--- config.mk ---
export PLATFORM = sky130hd
export DESIGN_NAME = sub_array_stream_sequencer
export DESIGN_NICKNAME = d
export VERILOG_FILES = /design/src/rtl/sub_array_stream_sequencer.sv
export SDC_FILE = /design/constraint.sdc
export NUM_CORES = 1
export LEC_CHECK = 0
export BUFFER_PORTS_ARGS = -buffer_cell sky130_fd_sc_hd__buf_4
export CORE_MARGIN = 4
export CORE_UTILIZATION = 39
export CTS_CLUSTER_DIAMETER = 60
export DETAILED_ROUTE_END_ITERATION = 10
export GPL_TIMING_DRIVEN = 0
export SLEW_MARGIN = 10
export SYNTH_ARGS = -nofsm -noshare
export SYNTH_HDL_FRONTEND = slang
export SYNTH_SLANG_ARGS = --single-unit
--- constraint.sdc ---
create_clock -name clk -period 14.3 [get_ports clk]
set_input_delay 0.715 -clock clk [delete_from_list [all_inputs] [get_ports clk]]
set_output_delay 0.715 -clock clk [all_outputs]
set_load 0.01 [all_outputs]
--- src/rtl/sub_array_stream_sequencer.sv ---
// Captures a ROWS x COLS array and streams it one element per cycle, emitting the first SUB_ROWS
// rows column by column, then the remaining rows column by column.
module sub_array_stream_sequencer #(
  parameter int unsigned BIT_WIDTH = 4,
  parameter int unsigned ROWS      = 8,
  parameter int unsigned COLS      = 8,
  parameter int unsigned SUB_ROWS  = 4
) (
  input  logic                                   clk,
  input  logic                                   rst,
  input  logic [ROWS*COLS*BIT_WIDTH-1:0]         in_data,
  input  logic                                   in_valid,
  output logic                                   in_ready,
  output logic [BIT_WIDTH-1:0]                   out_data,
  output logic [((ROWS > 1) ? $clog2(ROWS) : 1)-1:0] out_row,
  output logic [((COLS > 1) ? $clog2(COLS) : 1)-1:0] out_col,
  output logic                                   out_region,
  output logic                                   out_last,
  output logic                                   out_valid,
  input  logic                                   out_ready
);

  localparam int unsigned RW = (ROWS > 1) ? $clog2(ROWS) : 1;
  localparam int unsigned CW = (COLS > 1) ? $clog2(COLS) : 1;

  localparam int SubEnd  = int'(SUB_ROWS) - 1;
  localparam int RestEnd = int'(ROWS) - 1;
  localparam int ColEnd  = int'(COLS) - 1;

  localparam logic [1:0] StIdle = 2'd0;
  localparam logic [1:0] StSub  = 2'd1;
  localparam logic [1:0] StRest = 2'd2;

  if (SUB_ROWS > ROWS || ROWS < 1 || COLS < 1) begin : g_param_check
    $error("sub_array_stream_sequencer: illegal ROWS/COLS/SUB_ROWS");
  end

  logic [1:0]    state_q, state_d;
  logic [RW-1:0] row_q, row_d;
  logic [CW-1:0] col_q, col_d;
  logic          capture;

  // Packed so that arr_q[r][c] lands on the row-major slice of in_data.
  logic [ROWS-1:0][COLS-1:0][BIT_WIDTH-1:0] arr_q;

  logic row_at_end;
  logic col_at_end;

  always_comb begin
    row_at_end = 1'b0;
    if (state_q == StSub) begin
      row_at_end = (int'(row_q) == SubEnd);
    end else if (state_q == StRest) begin
      row_at_end = (int'(row_q) == RestEnd);
    end
  end

  assign col_at_end = (int'(col_q) == ColEnd);

  always_comb begin
    state_d = state_q;
    row_d   = row_q;
    col_d   = col_q;
    capture = 1'b0;
    unique case (state_q)
      StIdle: begin
        if (in_valid) begin
          capture = 1'b1;
          row_d   = '0;
          col_d   = '0;
          state_d = (SUB_ROWS > 0) ? StSub : StRest;
        end
      end
      StSub, StRest: begin
        if (out_ready) begin
          if (!row_at_end) begin
            row_d = row_q + 1'b1;
          end else if (!col_at_end) begin
            row_d = (state_q == StSub) ? '0 : RW'(SUB_ROWS);
            col_d = col_q + 1'b1;
          end else if (state_q == StSub && SUB_ROWS < ROWS) begin
            state_d = StRest;
            row_d   = RW'(SUB_ROWS);
            col_d   = '0;
          end else begin
            state_d = StIdle;
            row_d   = '0;
            col_d   = '0;
          end
        end
      end
      default: begin
        state_d = StIdle;
        row_d   = '0;
        col_d   = '0;
      end
    endcase
  end

  always_ff @(posedge clk) begin
    if (rst) begin
      state_q <= StIdle;
      row_q   <= '0;
      col_q   <= '0;
    end else begin
      state_q <= state_d;
      row_q   <= row_d;
      col_q   <= col_d;
    end
  end

  always_ff @(posedge clk) begin
    if (capture) begin
      arr_q <= in_data;
    end
  end

  assign in_ready   = (state_q == StIdle);
  assign out_valid  = (state_q == StSub) || (state_q == StRest);
  assign out_data   = arr_q[row_q][col_q];
  assign out_row    = row_q;
  assign out_col    = col_q;
  assign out_region = (state_q == StRest);
  // The final element is in REST unless the sub region covers every row.
  assign out_last   = row_at_end && col_at_end &&
                      ((state_q == StRest) || (state_q == StSub && SUB_ROWS == ROWS));

endmodule

Word level (Yosys, flattened, before mapping)
Cells that the tools add are included.
{"block": "word_totals", "register_bits": 264, "latchBits": 0, "ramBits": 0, "romBits": 0, "elab_cells": 113, "n_memories": 0}
{"block": "classes", "n_addsub": 2, "multipliers": 0, "n_div": 0, "n_lt_le_gt_ge": 2, "eq_ne": 9, "shifts": 0, "mux": 25, "bitwise": 0, "n_reduce_logical": 8}
{"op": "32-bit binary-select mux with 3-bit select", "count": 1}
{"op": "32-bit 2-to-1 mux", "count": 1}
{"op": "3-bit 2-to-1 mux", "count": 9}
{"op": "4-bit binary-select mux with 3-bit select", "count": 1}
{"op": "3-bit one-hot mux with 2 select lines", "count": 2}
{"op": "2-bit 2-to-1 mux", "count": 5}
{"op": "3-bit by 4-bit < comparator with 1-bit output, second input constant", "count": 2}
{"op": "2-bit != test, second input constant", "count": 4}
{"op": "3-bit by 1-bit adder with 3-bit output, second input constant", "count": 2}
{"op": "3-bit by 1-bit equality test with 1-bit output, second input constant", "count": 2}
{"op": "1-bit 2-to-1 mux", "count": 4}
{"op": "4-bit 2-to-1 mux", "count": 1}
{"op": "2-bit one-hot mux with 2 select lines", "count": 1}
{"op": "4-bit AND reduction", "count": 1}
{"op": "3-bit equality test, second input constant", "count": 1}
{"op": "3-bit AND reduction", "count": 1}
{"op": "2-bit by 1-bit equality test with 1-bit output, second input constant", "count": 1}
{"op": "2-bit equality test, second input constant", "count": 1}
{"op": "1-bit logical AND", "count": 2}
{"op": "2-bit logical NOT", "count": 1}
{"op": "2-bit AND reduction", "count": 1}
{"op": "2-bit OR reduction", "count": 1}
{"op": "1-bit logical OR", "count": 1}

Logic depth before layout (Yosys ltp)
Gate-level depths: netlist of run 1.
{"block": "logic_depth", "word_depth": 6, "depth_mapped": 9}

Worst setup path after synthesis of run 1
Ideal clock, no wire load.
{"block": "synth_timing", "path_kind": "input to register", "from": "input port in_valid", "to": "register arr_q[0] (netlist name) (enable)", "t_arrival_ps": 6501, "required_time_ps": 13650, "slack_ps": 7149, "path_stages": 1, "path_cell_list": "and2_1"}
{"block": "synth_between", "elab_chain_len": 2}
{"item": "from (decl)", "line": "12", "source": "input logic in_valid,"}
{"item": "1-bit 2-to-1 mux", "line": "67", "source": "if (in_valid) begin"}
{"item": "1-bit 2-to-1 mux", "line": "65", "source": "unique case (state_q)"}
{"item": "to (signal assigned)", "line": "114", "source": "arr_q <= in_data;"}
{"item": "to (decl)", "line": "44", "source": "logic [ROWS-1:0][COLS-1:0][BIT_WIDTH-1:0] arr_q;"}
No other way between the ends.
A chain may end at the register's enable or synchronous reset.

Worst setup path after layout of run 1
{"block": "layout_timing", "from": "register row_q[2] (netlist: out_row[2])", "to": "output port out_data[1]"}
{"block": "layout_between", "elab_chain_len": 4}
{"item": "from (decl)", "line": "39", "source": "logic [RW-1:0] row_q, row_d;"}
{"item": "from (signal assigned)", "line": "107", "source": "row_q <= row_d;"}
{"item": "32-bit binary-select mux with 3-bit select", "line": "120", "source": "assign out_data = arr_q[row_q][col_q];"}
{"item": "32-bit 2-to-1 mux (implied by the code)", "line": "120"}
{"item": "4-bit binary-select mux with 3-bit select", "line": "120"}
{"item": "4-bit 2-to-1 mux (implied by the code)", "line": "120"}
{"item": "to (decl)", "line": "14", "source": "output logic [BIT_WIDTH-1:0] out_data,"}
No other way between the ends. The select of a mux whose other input is x is not followed.

==> qor.csv, run 1 <==
stage,metric,value,unit
floorplanning,Die Y,170,um
floorplanning,area of the core,26000,um2
cts,Root Driver,clkbuf_16,
cts,CTS Hold Bufs,0,
global_route,initial antenna violation count,0,
power,Flop pwr share,48.5,%
floorplanning,row cnt,59,
global_route,gr ovfl total,0,
power,P_sw,564,uW
timing,Max transition margin,32.4,%
global_route,pin count of the biggest net entering global routing,64,
floorplanning,Die X,170,um
power,Lkg Pwr,0.00506,uW
setup_path,Critical Path RT,13.59,ns
cts,insertion delay to the later sink of the worst-skew pair,0.54,ns
power,Cell Pwr Density,164,nW/um2
cts,clk slew on worst S/H paths,0.06,ns
timing,Fmax achieved,0.238,GHz
layout,number of nets in the layout,1043,
floorplanning,io pins,274,
layout,"commonest non-fill, non-tap cell in the layout",buf_4,
cts,Post-CTS Setup Bufs,0,
setup_path,critical path arrival,3.48,ns
cts,post_cts resized,0,
run_status,status,"finished, final reports clean",
routing,post-route DRC violation count,0,
power,sw frac,25.0,%
yosys,Post-synth top flop,edfxtp_1,
routing,WL per Instance,23.0,um
layout,most frequent cells in the layout,"278 x buf_4, 256 x edfxtp_1, 71 x mux4_2",
cts,CTS H-tree depth,1,
yosys,mapped cell area,10300,um2
setup_path,critical path type,register to output port,
setup_path,Worst path slowest cell,clkbuf_1,
yosys,syn_nets,735,
yosys,"FF+latch count, synth",264,
setup_path,Top delay family on crit path,buffers and inverters,
timing,hold_ws,0.343,ns
timing,Tcrit/Tclk final,29.3,%
setup_path,worst-path fanout max,10,
flow_run,Max Cap Viol,0,
power,worst-case vdd ir drop,0.147,mV
timing,Worst-Margin Slew,1.01,ns
timing,Hold Fails Final Rpt,0,
floorplanning,die area,29000,um2
yosys,synth warn,0,
cts,Sink Count,264,
placed_design,PortBufs,272,
timing,setup slack after layout,10.10,ns
routing,Iteration-0 DRC Markers,354,
cts,CTS tree,built,
yosys,synth unique cells,40,
global_route,vias in the first global route,6473,
routing,drt via density,5.08,
timing,skew final,0.00917,ns
setup_path,CP cell instances,buf_2 -> clkbuf_1 -> mux4_2 -> mux2i_1 -> mux2i_1 -> a21oi_1 -> o21ai_0 -> buf_4,
setup_path,Most common cell on crit path,mux2i_1,
layout,Register Area,7850,um2
placed_design,routability cong.,0.804,
timing,fin crit period,4.20,ns
power,combinational share of power,20.7,%
min_path,Hold Path Class,primary input to register,
yosys,Post-synth EDFFs,256,
layout,Layout area overhead,33.7,%
layout,share of layout cells above drive strength 1,50.6,%
yosys,mean area per synthesized cell,22.1,um2
timing,count of final setup violators,0,
setup_path,crit path capture type,output port,
yosys,"FFs w/ async S/R, synth",0,%
setup_path,R2R setup slack,11.52,ns
cts,Max clock buf depth,3,
routing,Routed WL,26100,um
floorplanning,initial core utilization,39.6,%
setup_path,Startpoint Class,register,
yosys,Syn Inst Count,466,
setup_path,Crit path buffers/inverters,3,
layout,antenna diode count,0,
layout,FILL cells,2081,
timing,RSZ-0062 raised after global routing,false,
yosys,post-synthesis sequential area ratio,76.3,%
routing,ANT nets after route,0,
timing,TNS Setup,0,ns
routing,drt first pass iters,4,
setup_path,CP max stage delay,0.80,ns
cts,total CTS buffers,30,
power,Int Pwr,1690,uW
global_route,GRT Total Usage,17.7,%
routing,via count,5756,
layout,Multi-input gate area,2290,um2
timing,Final Max Slew Viols,0,
power,power share of the clock group,30.7,%
placed_design,pre-CTS WS,10.57,ns
global_route,first-pass GRT wire length,38200,um
placed_design,HPWL Detailed,19300,um
## power by group through the flow
stage | registers (uW) | logic (uW) | clock network [uW]
after floorplan | 1140 | 292 | 0
after global placement | 1170 | 440 | 0
after detailed placement | 1110 | 476 | 0
after CTS | 1100 | 477 | 711
after global routing | 1110 | 507 | 745
final | 1090 | 466 | 692
## cell usage after synthesis, types with 4 or more instances
library cell | n | area (um2)
nand3_1 | 5 | 25.0
ha_1 | 9 | 113
mux4_2 | 71 | 1600
nor2_1 | 14 | 52.6
nand2_1 | 12 | 45.0
a21oi_1 | 5 | 25.0
buf_2 | 4 | 20.0
mux2i_1 | 12 | 120
edfxtp_1 | 256 | 7690
clkbuf_1 | 9 | 33.8
a31oi_1 | 4 | 25.0
inv_1 | 6 | 22.5
o21ai_0 | 8 | 40.0
a22oi_1 | 5 | 37.5
buf_4 | 6 | 45.0
dfxtp_1 | 8 | 160
## per-stage QoR
step           power [uW]  util, %  cells  area (um2)
2_1_floorplan        1440        -    466       10300
3_3_place_gp         1610     49.0   1073       12700
3_5_place_dp         1590     49.5   1077       12900
4_1_cts              2280     52.9   1132       13700
5_1_grt              2360     52.9   1132       13700
6_report             2250     52.9   1132       13700
## cell type report
| type | count | share of cell area, % |
|---|---|---|
| clock inverter | 15 | 0.592 |
| buffer | 22 | 0.856 |
| clock buffer | 40 | 5.89 |
| inverter | 7 | 0.191 |
| multi-input combinational | 173 | 16.7 |
| timing repair buffer | 276 | 15.7 |
| tap | 335 | 3.05 |
| sequential | 264 | 57.1 |
## flip-flops by register name, summed over array words and instances, names as in the netlist
signal,cells
arr_q,256
out_col,3
out_row,3
state_q,2
## worst register-to-register path: stages (launching register included)
cell and delay, ns:
dfxtp_1 0.44, buf_2 0.35, buf_2 0.41, inv_2 0.25
ha_1 0.26, and2_1 0.17, or2_2 0.32, and3_1 0.21
a22oi_1 0.18, nor2_1 0.06
## layer usage
metal / vias up / global-route usage [%] / wire, um
met5: - / 0 / 0
met2: 207 / 30.5 / 13300
met3: 44 / 4.02 / 1770
met4: 0 / 4.79 / 743
met1: 2924 / 22.8 / 10300
li1: 2581 / - / -
## final timing paths
kind,start,cells past startpoint,to
setup / recovery,out_row[2],8,out_data[1]
hold / removal,in_data[139],1,arr_q[139]
setup reg to reg,out_row[2],9,out_col[0]
hold reg to reg,state_q[1],2,state_q[1]
## cells by family (layout without fill, tap and decap cells)
kind of cell | after synthesis | count (layout) | share of synthesized area, %
AOI/OAI and AO/OA | 33 | 33 | 2.11
xor gates and xnor gates | 1 | 1 | 0.0852
adders and majority gates | 9 | 9 | 1.10
buffers and inverters | 29 | 360 | 1.40
DFF | 264 | 264 | 76.3
muxes | 84 | 84 | 16.8
and+or+nand+nor | 46 | 46 | 2.14
Power figures use the tool's default switching activity.
==> run 2: changes to the inputs <==
==> constraint.sdc (replaced) <==
create_clock -name clk -period 3.64 [get_ports clk]
set_input_delay 0.182 -clock clk [delete_from_list [all_inputs] [get_ports clk]]
set_output_delay 0.182 -clock clk [all_outputs]
set_load 0.01 [all_outputs]
==> qor.csv, run 2 <==
stage,metric,value,unit
placed_design,placed cells,1077,
yosys,Post-synth EDFFs,256,
cts,post_cts resized,1,
placed_design,PortBufs,272,
yosys,synth unique cells,40,
cts,Post-CTS Setup Bufs,0,
floorplanning,row cnt,59,
placed_design,HPWL Detailed,19100,um
cts,Sink Count,264,
yosys,mean area per synthesized cell,22.1,um2
floorplanning,Die Y,170,um
cts,CTS Hold Bufs,227,
placed_design,pre-CTS WS,0.470,ns
cts,CTS H-tree depth,1,
yosys,synth warn,0,
yosys,post-synth top area share,74.8,%
cts,Root Driver,clkbuf_16,
floorplanning,io pins,274,
run_status,Failed at,clock tree synthesis (4_1_cts),
yosys,Syn Inst Count,466,
yosys,syn_nets,735,
yosys,"top cells by area, synth","edfxtp_1 75%, mux4_2 16%, dfxtp_1 1.6%",
yosys,mapped cell area,10300,um2
yosys,Synth top cells by count,"256 x edfxtp_1, 71 x mux4_2, 14 x nor2_1",
yosys,Post-synth top flop,edfxtp_1,
run_status,Err,[ERROR RSZ-0060] Max buffer count reached.,
yosys,post-synthesis sequential area ratio,76.3,%
yosys,"FF+latch count, synth",264,
placed_design,routability cong.,0.772,
run_status,status,did not finish,
yosys,most common cell in the synthesized netlist,edfxtp_1,
cts,Max clock buf depth,3,
floorplanning,initial core utilization,39.6,%
cts,total CTS buffers,29,
floorplanning,Die X,170,um
yosys,"FFs w/ async S/R, synth",0,%
yosys,Synth area leader,edfxtp_1,
run 2: cell counts after synthesis:
Identical to the previous run, type by type.
run 2: through the flow:
step | utilization, % | hold slack [ns] | instance area, um2
2_1_floorplan | - | 0.281 | 10300
3_3_place_gp | 49.0 | 0.361 | 12700
3_5_place_dp | 49.5 | 0.361 | 12900
run 2: logic make-up after synthesis:
kind of cell / after synthesis / synth area share, %
and+or+nand+nor: 46 / 2.14
DFF: 264 / 76.3
AOI/OAI and AO/OA: 33 / 2.11
adders and majority gates: 9 / 1.10
muxes: 84 / 16.8
xor gates and xnor gates: 1 / 0.0852
buffers and inverters: 29 / 1.40
==> run 3: changes to the inputs <==
--- a/config.mk
+++ b/config.mk
@@ -7,10 +7,10 @@
 export LEC_CHECK = 0
 export BUFFER_PORTS_ARGS = -buffer_cell sky130_fd_sc_hd__buf_4
 export CORE_MARGIN = 4
-export CORE_UTILIZATION = 39
-export CTS_CLUSTER_DIAMETER = 60
+export CORE_UTILIZATION = 24
 export DETAILED_ROUTE_END_ITERATION = 10
 export GPL_TIMING_DRIVEN = 0
+export PLACE_DENSITY_LB_ADDON = 0.15
 export SLEW_MARGIN = 10
 export SYNTH_ARGS = -nofsm -noshare
 export SYNTH_HDL_FRONTEND = slang
==> constraint.sdc (replaced) <==
create_clock -name clk -period 4.7 [get_ports clk]
set_input_delay 0.235 -clock clk [delete_from_list [all_inputs] [get_ports clk]]
set_output_delay 0.235 -clock clk [all_outputs]
set_load 0.01 [all_outputs]
==> qor.csv, run 3 (same netlist as run 1, synthesis figures left out) <==
stage,metric,value,unit
layout,register bank with the most flops,arr_q,
floorplanning,initial core utilization,24.4,%
layout,"commonest non-fill, non-tap cell in the layout",buf_4,
routing,post-route DRC violation count,0,
cts,CTS tree,built,
global_route,first-pass GRT wire length,48100,um
floorplanning,io pins,274,
setup_path,Crit path buffers/inverters,3,
timing,count of final setup violators,0,
timing,RSZ-0062 raised after global routing,false,
placed_design,Placed Area,13100,um2
cts,CTS H-tree depth,2,
layout,FILL cells,3831,
power,Lkg Pwr,0.00623,uW
setup_path,critical path type,register to output port,
routing,via count,6676,
layout,max reg flops,256,
timing,Worst-Margin Slew,1.10,ns
setup_path,critical path arrival,3.51,ns
power,Cell Pwr Density,448,nW/um2
global_route,pin count of the biggest net entering global routing,62,
setup_path,worst-path fanout max,10,
placed_design,PortBufs,272,
floorplanning,row cnt,75,
timing,Tcrit/Tclk final,79.8,%
cts,Max clock buf depth,3,
layout,most frequent cells in the layout,"278 x buf_4, 256 x edfxtp_1, 256 x dlygate4sd3_1",
layout,"Design Area, Final",16800,um2
setup_path,Most common cell on crit path,mux2i_1,
floorplanning,Die Y,215,um
timing,TNS Setup,0,ns
timing,Hold Fails Final Rpt,0,
global_route,initial antenna violation count,4,
setup_path,CP cell instances,buf_2 -> clkbuf_1 -> mux4_2 -> mux2i_1 -> mux2i_1 -> a22oi_1 -> o21ai_0 -> buf_4,
timing,Final Max Slew Viols,0,
layout,number of nets in the layout,1303,
setup_path,Startpoint Class,register,
setup_path,CP max stage delay,0.82,ns
setup_path,crit path capture type,output port,
layout,Layout area overhead,63.3,%
cts,clk slew on worst S/H paths,0.05,ns
floorplanning,area of the core,42100,um2
cts,total CTS buffers,34,
placed_design,routability cong.,0.708,
routing,ANT nets after route,0,
routing,drt first pass iters,4,
routing,Routed WL,31900,um
layout,"non-filler cells, final",1603,
routing,drt via density,4.16,
min_path,Hold Path Class,primary input to register,
layout,share of layout cells above drive strength 1,38.8,%
setup_path,Worst path slowest cell,clkbuf_1,
routing,WL per Instance,19.9,um
cts,Root Driver,clkbuf_16,
placed_design,HPWL Detailed,21600,um
setup_path,Critical Path RT,4.47,ns
global_route,vias in the first global route,7867,
global_route,GRT Total Usage,13.9,%
cts,insertion delay to the later sink of the worst-skew pair,0.54,ns
run_status,status,"finished, final reports clean",
layout,Util after Layout,39.8,%
global_route,gr ovfl total,0,
timing,fin crit period,3.75,ns
cts,Post-CTS Setup Bufs,0,
timing,skew final,0.0188,ns
placed_design,placed cells,1281,
floorplanning,die area,46200,um2
cts,Sink Count,264,
routing,Iteration-0 DRC Markers,367,
timing,Max transition margin,26.8,%
power,worst-case vdd ir drop,0.401,mV
timing,Fmax achieved,0.267,GHz
floorplanning,Die X,215,um
timing,hold_ws,0.0469,ns
setup_path,Top delay family on crit path,buffers and inverters,
flow_run,Max Cap Viol,0,
[run 3: area by class of cell]
| cell class | instances | area, um2 | area share, % |
|---|---|---|---|
| diodes | 4 | 10.0 | 0.0596 |
| clock buffers | 44 | 910 | 5.42 |
| repair buffers | 532 | 4710 | 28.1 |
| well taps | 539 | 674 | 4.02 |
| plain buffers | 22 | 118 | 0.700 |
| clock inverters | 18 | 199 | 1.18 |
| flip-flops and latches | 264 | 7850 | 46.7 |
| inverters | 7 | 26.3 | 0.156 |
| multi-input cells | 173 | 2290 | 13.6 |
[run 3: per-stage QoR]
stage	power [uW]	setup WS [ns]
after floorplan	4290	0.456
after global placement	4940	-1.07
after detailed placement	4910	1.23
after CTS	7710	0.637
after global routing	7940	0.533
final	7530	0.950
[run 3: power by group]
| part | total, uW | leakage [uW] | internal [uW] | switching [uW] |
|---|---|---|---|---|
| sequential | 3320 | 0.00252 | 3210 | 118 |
| combinational | 1640 | 0.00318 | 863 | 781 |
| clock | 2560 | 0.000534 | 1550 | 1010 |
| total | 7530 | 0.00623 | 5620 | 1910 |
[run 3: layer usage]
metal	vias up	GRT usage (%)	part of all wire [%]
li1	3115	-	-
met1	3304	17.0	42
met2	208	24.2	51
met3	49	3.43	5.2
met4	0	4.80	2.5
met5	-	0	0
[run 3: timing repair]
action / CTS / global route
hold buffers: 256 / 0
hold endpoints to repair: 256 / 0
gates resized for setup: 0 / 0
[run 3: final timing paths]
kind	startpoint	to	slack, ns	cells past startpoint
worst max-delay path	out_row[2]	out_data[0]	0.95	8
worst min-delay path	rst	out_row[1]	0.05	2
worst max register to register	out_row[2]	out_col[1]	1.74	9
worst min register to register	state_q[1]	state_q[1]	0.53	2
==> run 4: changes to the inputs <==
==> constraint.sdc (replaced) <==
create_clock -name clk -period 3.9 [get_ports clk]
set_input_delay 0.195 -clock clk [delete_from_list [all_inputs] [get_ports clk]]
set_output_delay 0.195 -clock clk [all_outputs]
set_load 0.01 [all_outputs]
==> qor.csv, run 4 (same netlist as run 1, synthesis figures left out) <==
stage,metric,value,unit
layout,max reg flops,256,
layout,"commonest non-fill, non-tap cell in the layout",buf_4,
layout,register bank with the most flops,arr_q,
routing,drt via density,4.19,
power,Cell Pwr Density,522,nW/um2
timing,Hold Fails Final Rpt,0,
timing,setup slack after layout,0.274,ns
routing,WL per Instance,19.7,um
layout,Util after Layout,39.5,%
cts,CTS H-tree depth,1,
layout,number of nets in the layout,1301,
routing,drt first pass iters,4,
cts,Sink Count,264,
timing,skew final,0.0140,ns
timing,Fmax achieved,0.276,GHz
setup_path,Crit path buffers/inverters,4,
layout,Layout area overhead,61.7,%
global_route,initial antenna violation count,3,
setup_path,Top delay family on crit path,buffers and inverters,
timing,Final Max Slew Viols,0,
placed_design,PortBufs,272,
routing,Routed WL,31400,um
min_path,Hold Path Class,primary input to register,
power,total power,8680,uW
placed_design,placed cells,1281,
floorplanning,io pins,274,
floorplanning,area of the core,42100,um2
global_route,first-pass GRT wire length,47200,um
setup_path,Worst path slowest cell,clkbuf_1,
floorplanning,Die X,215,um
timing,Tcrit/Tclk final,93.0,%
cts,Post-CTS Setup Bufs,0,
layout,"non-filler cells, final",1595,
layout,FILL cells,3847,
power,worst-case vdd ir drop,0.331,mV
timing,Worst-Margin Slew,0.773,ns
timing,TNS Setup,0,ns
routing,Iteration-0 DRC Markers,345,
setup_path,Setup crit start,out_row[2],
setup_path,critical path arrival,3.43,ns
min_path,HP Start,out_ready,
power,Lkg Pwr,0.00618,uW
setup_path,CP cell instances,buf_2 -> buf_2 -> clkbuf_1 -> o21ai_0 -> a21o_1 -> a221o_1 -> buf_4,
cts,Root Driver,clkbuf_16,
cts,total CTS buffers,31,
setup_path,Critical R2R Launch,out_row[2],
run_status,status,"finished, final reports clean",
setup_path,worst-path fanout max,10,
setup_path,Most common cell on crit path,buf_2,
setup_path,Startpoint Class,register,
routing,ANT nets after route,0,
setup_path,crit path capture type,output port,
flow_run,Max Cap Viol,0,
floorplanning,die area,46200,um2
global_route,vias in the first global route,7579,
timing,fin crit period,3.63,ns
layout,share of layout cells above drive strength 1,38.9,%
setup_path,CP max stage delay,0.56,ns
timing,count of final setup violators,0,
floorplanning,row cnt,75,
timing,RSZ-0062 raised after global routing,false,
cts,clk slew on worst S/H paths,0.05,ns
routing,via count,6676,
setup_path,critical path type,register to output port,
placed_design,routability cong.,0.704,
global_route,gr ovfl total,0,
setup_path,Critical Path RT,3.70,ns
floorplanning,Die Y,215,um
cts,CTS tree,built,
placed_design,HPWL Detailed,21600,um
global_route,GRT Total Usage,13.5,%
layout,most frequent cells in the layout,"278 x buf_4, 257 x dlygate4sd3_1, 256 x edfxtp_1",
global_route,pin count of the biggest net entering global routing,62,
cts,insertion delay to the later sink of the worst-skew pair,0.56,ns
placed_design,pre-CTS WS,0.493,ns
routing,post-route DRC violation count,0,
cts,Max clock buf depth,3,
timing,Max transition margin,48.5,%
floorplanning,initial core utilization,24.4,%
## run 4: cell types whose count changed in the layout (fill, tap and decap cells not counted), moves of 2 or more
cell,delta
clkinv_8,-2
clkbuf_16,-4
inv_6,-2
clkinv_2,+5
clkinv_1,+3
clkbuf_2,+5
clkbuf_1,-9
## run 4: metrics by stage
| stage | hold slack, ns | instance area, um2 |
|---|---|---|
| floorplan | 0.294 | 10300 |
| global placement | 0.374 | 13000 |
| detailed placement | 0.374 | 13100 |
| CTS | 0.0489 | 16600 |
| global route | 0.110 | 16600 |
| finish | 0.0910 | 16600 |
## run 4: layer usage
| metal | vias up | part of all wire [%] | GRT usage, % |
|---|---|---|---|
| met5 | - | 0 | 0 |
| met4 | 0 | 2.0 | 3.31 |
| met3 | 41 | 5.3 | 2.94 |
| met2 | 198 | 50 | 23.2 |
| met1 | 3335 | 43 | 17.4 |
| li1 | 3102 | - | - |
## run 4: path summary, 6_finish.rpt
path,endpoint,slack [ns],depth (start not counted)
min,out_row[2],0.09,4
max reg2reg,out_col[2],0.94,9
max,out_data[2],0.27,7
min reg2reg,state_q[1],0.54,2
## run 4: worst register-to-register path, cell delays in order (launching register included)
cell	delay (ns)
dfxtp_1	0.49
buf_2	0.40
buf_2	0.48
inv_2	0.28
ha_1	0.27
and2_1	0.18
or2_2	0.32
and3_1	0.21
a22oi_1	0.15
nor2_1	0.06
## run 4: area by class of cell
type	count	area (um2)	share of cell area (%)
Multi-Input combinational cell	173	2290	13.8
Buffer	22	124	0.745
Antenna cell	3	7.51	0.0452
Clock inverter	19	139	0.835
Inverter	7	26.3	0.158
Timing Repair Buffer	533	4720	28.4
Sequential cell	264	7850	47.2
Tap cell	539	674	4.06
Clock buffer	35	791	4.76
## run 4: report_power, final
group / leakage [uW] / internal (uW) / switching, uW
clock network: 0.000461 / 1570 / 1120
logic: 0.00320 / 1040 / 949
registers: 0.00252 / 3860 / 144
## run 4: repair_timing
| item | CTS | global route |
|---|---|---|
| resized for setup | 3 | 5 |
| hold endpoints to repair | 263 | 0 |
| endpoints found under the setup margin | 3 | 1 |
| hold buffers | 257 | 0 |
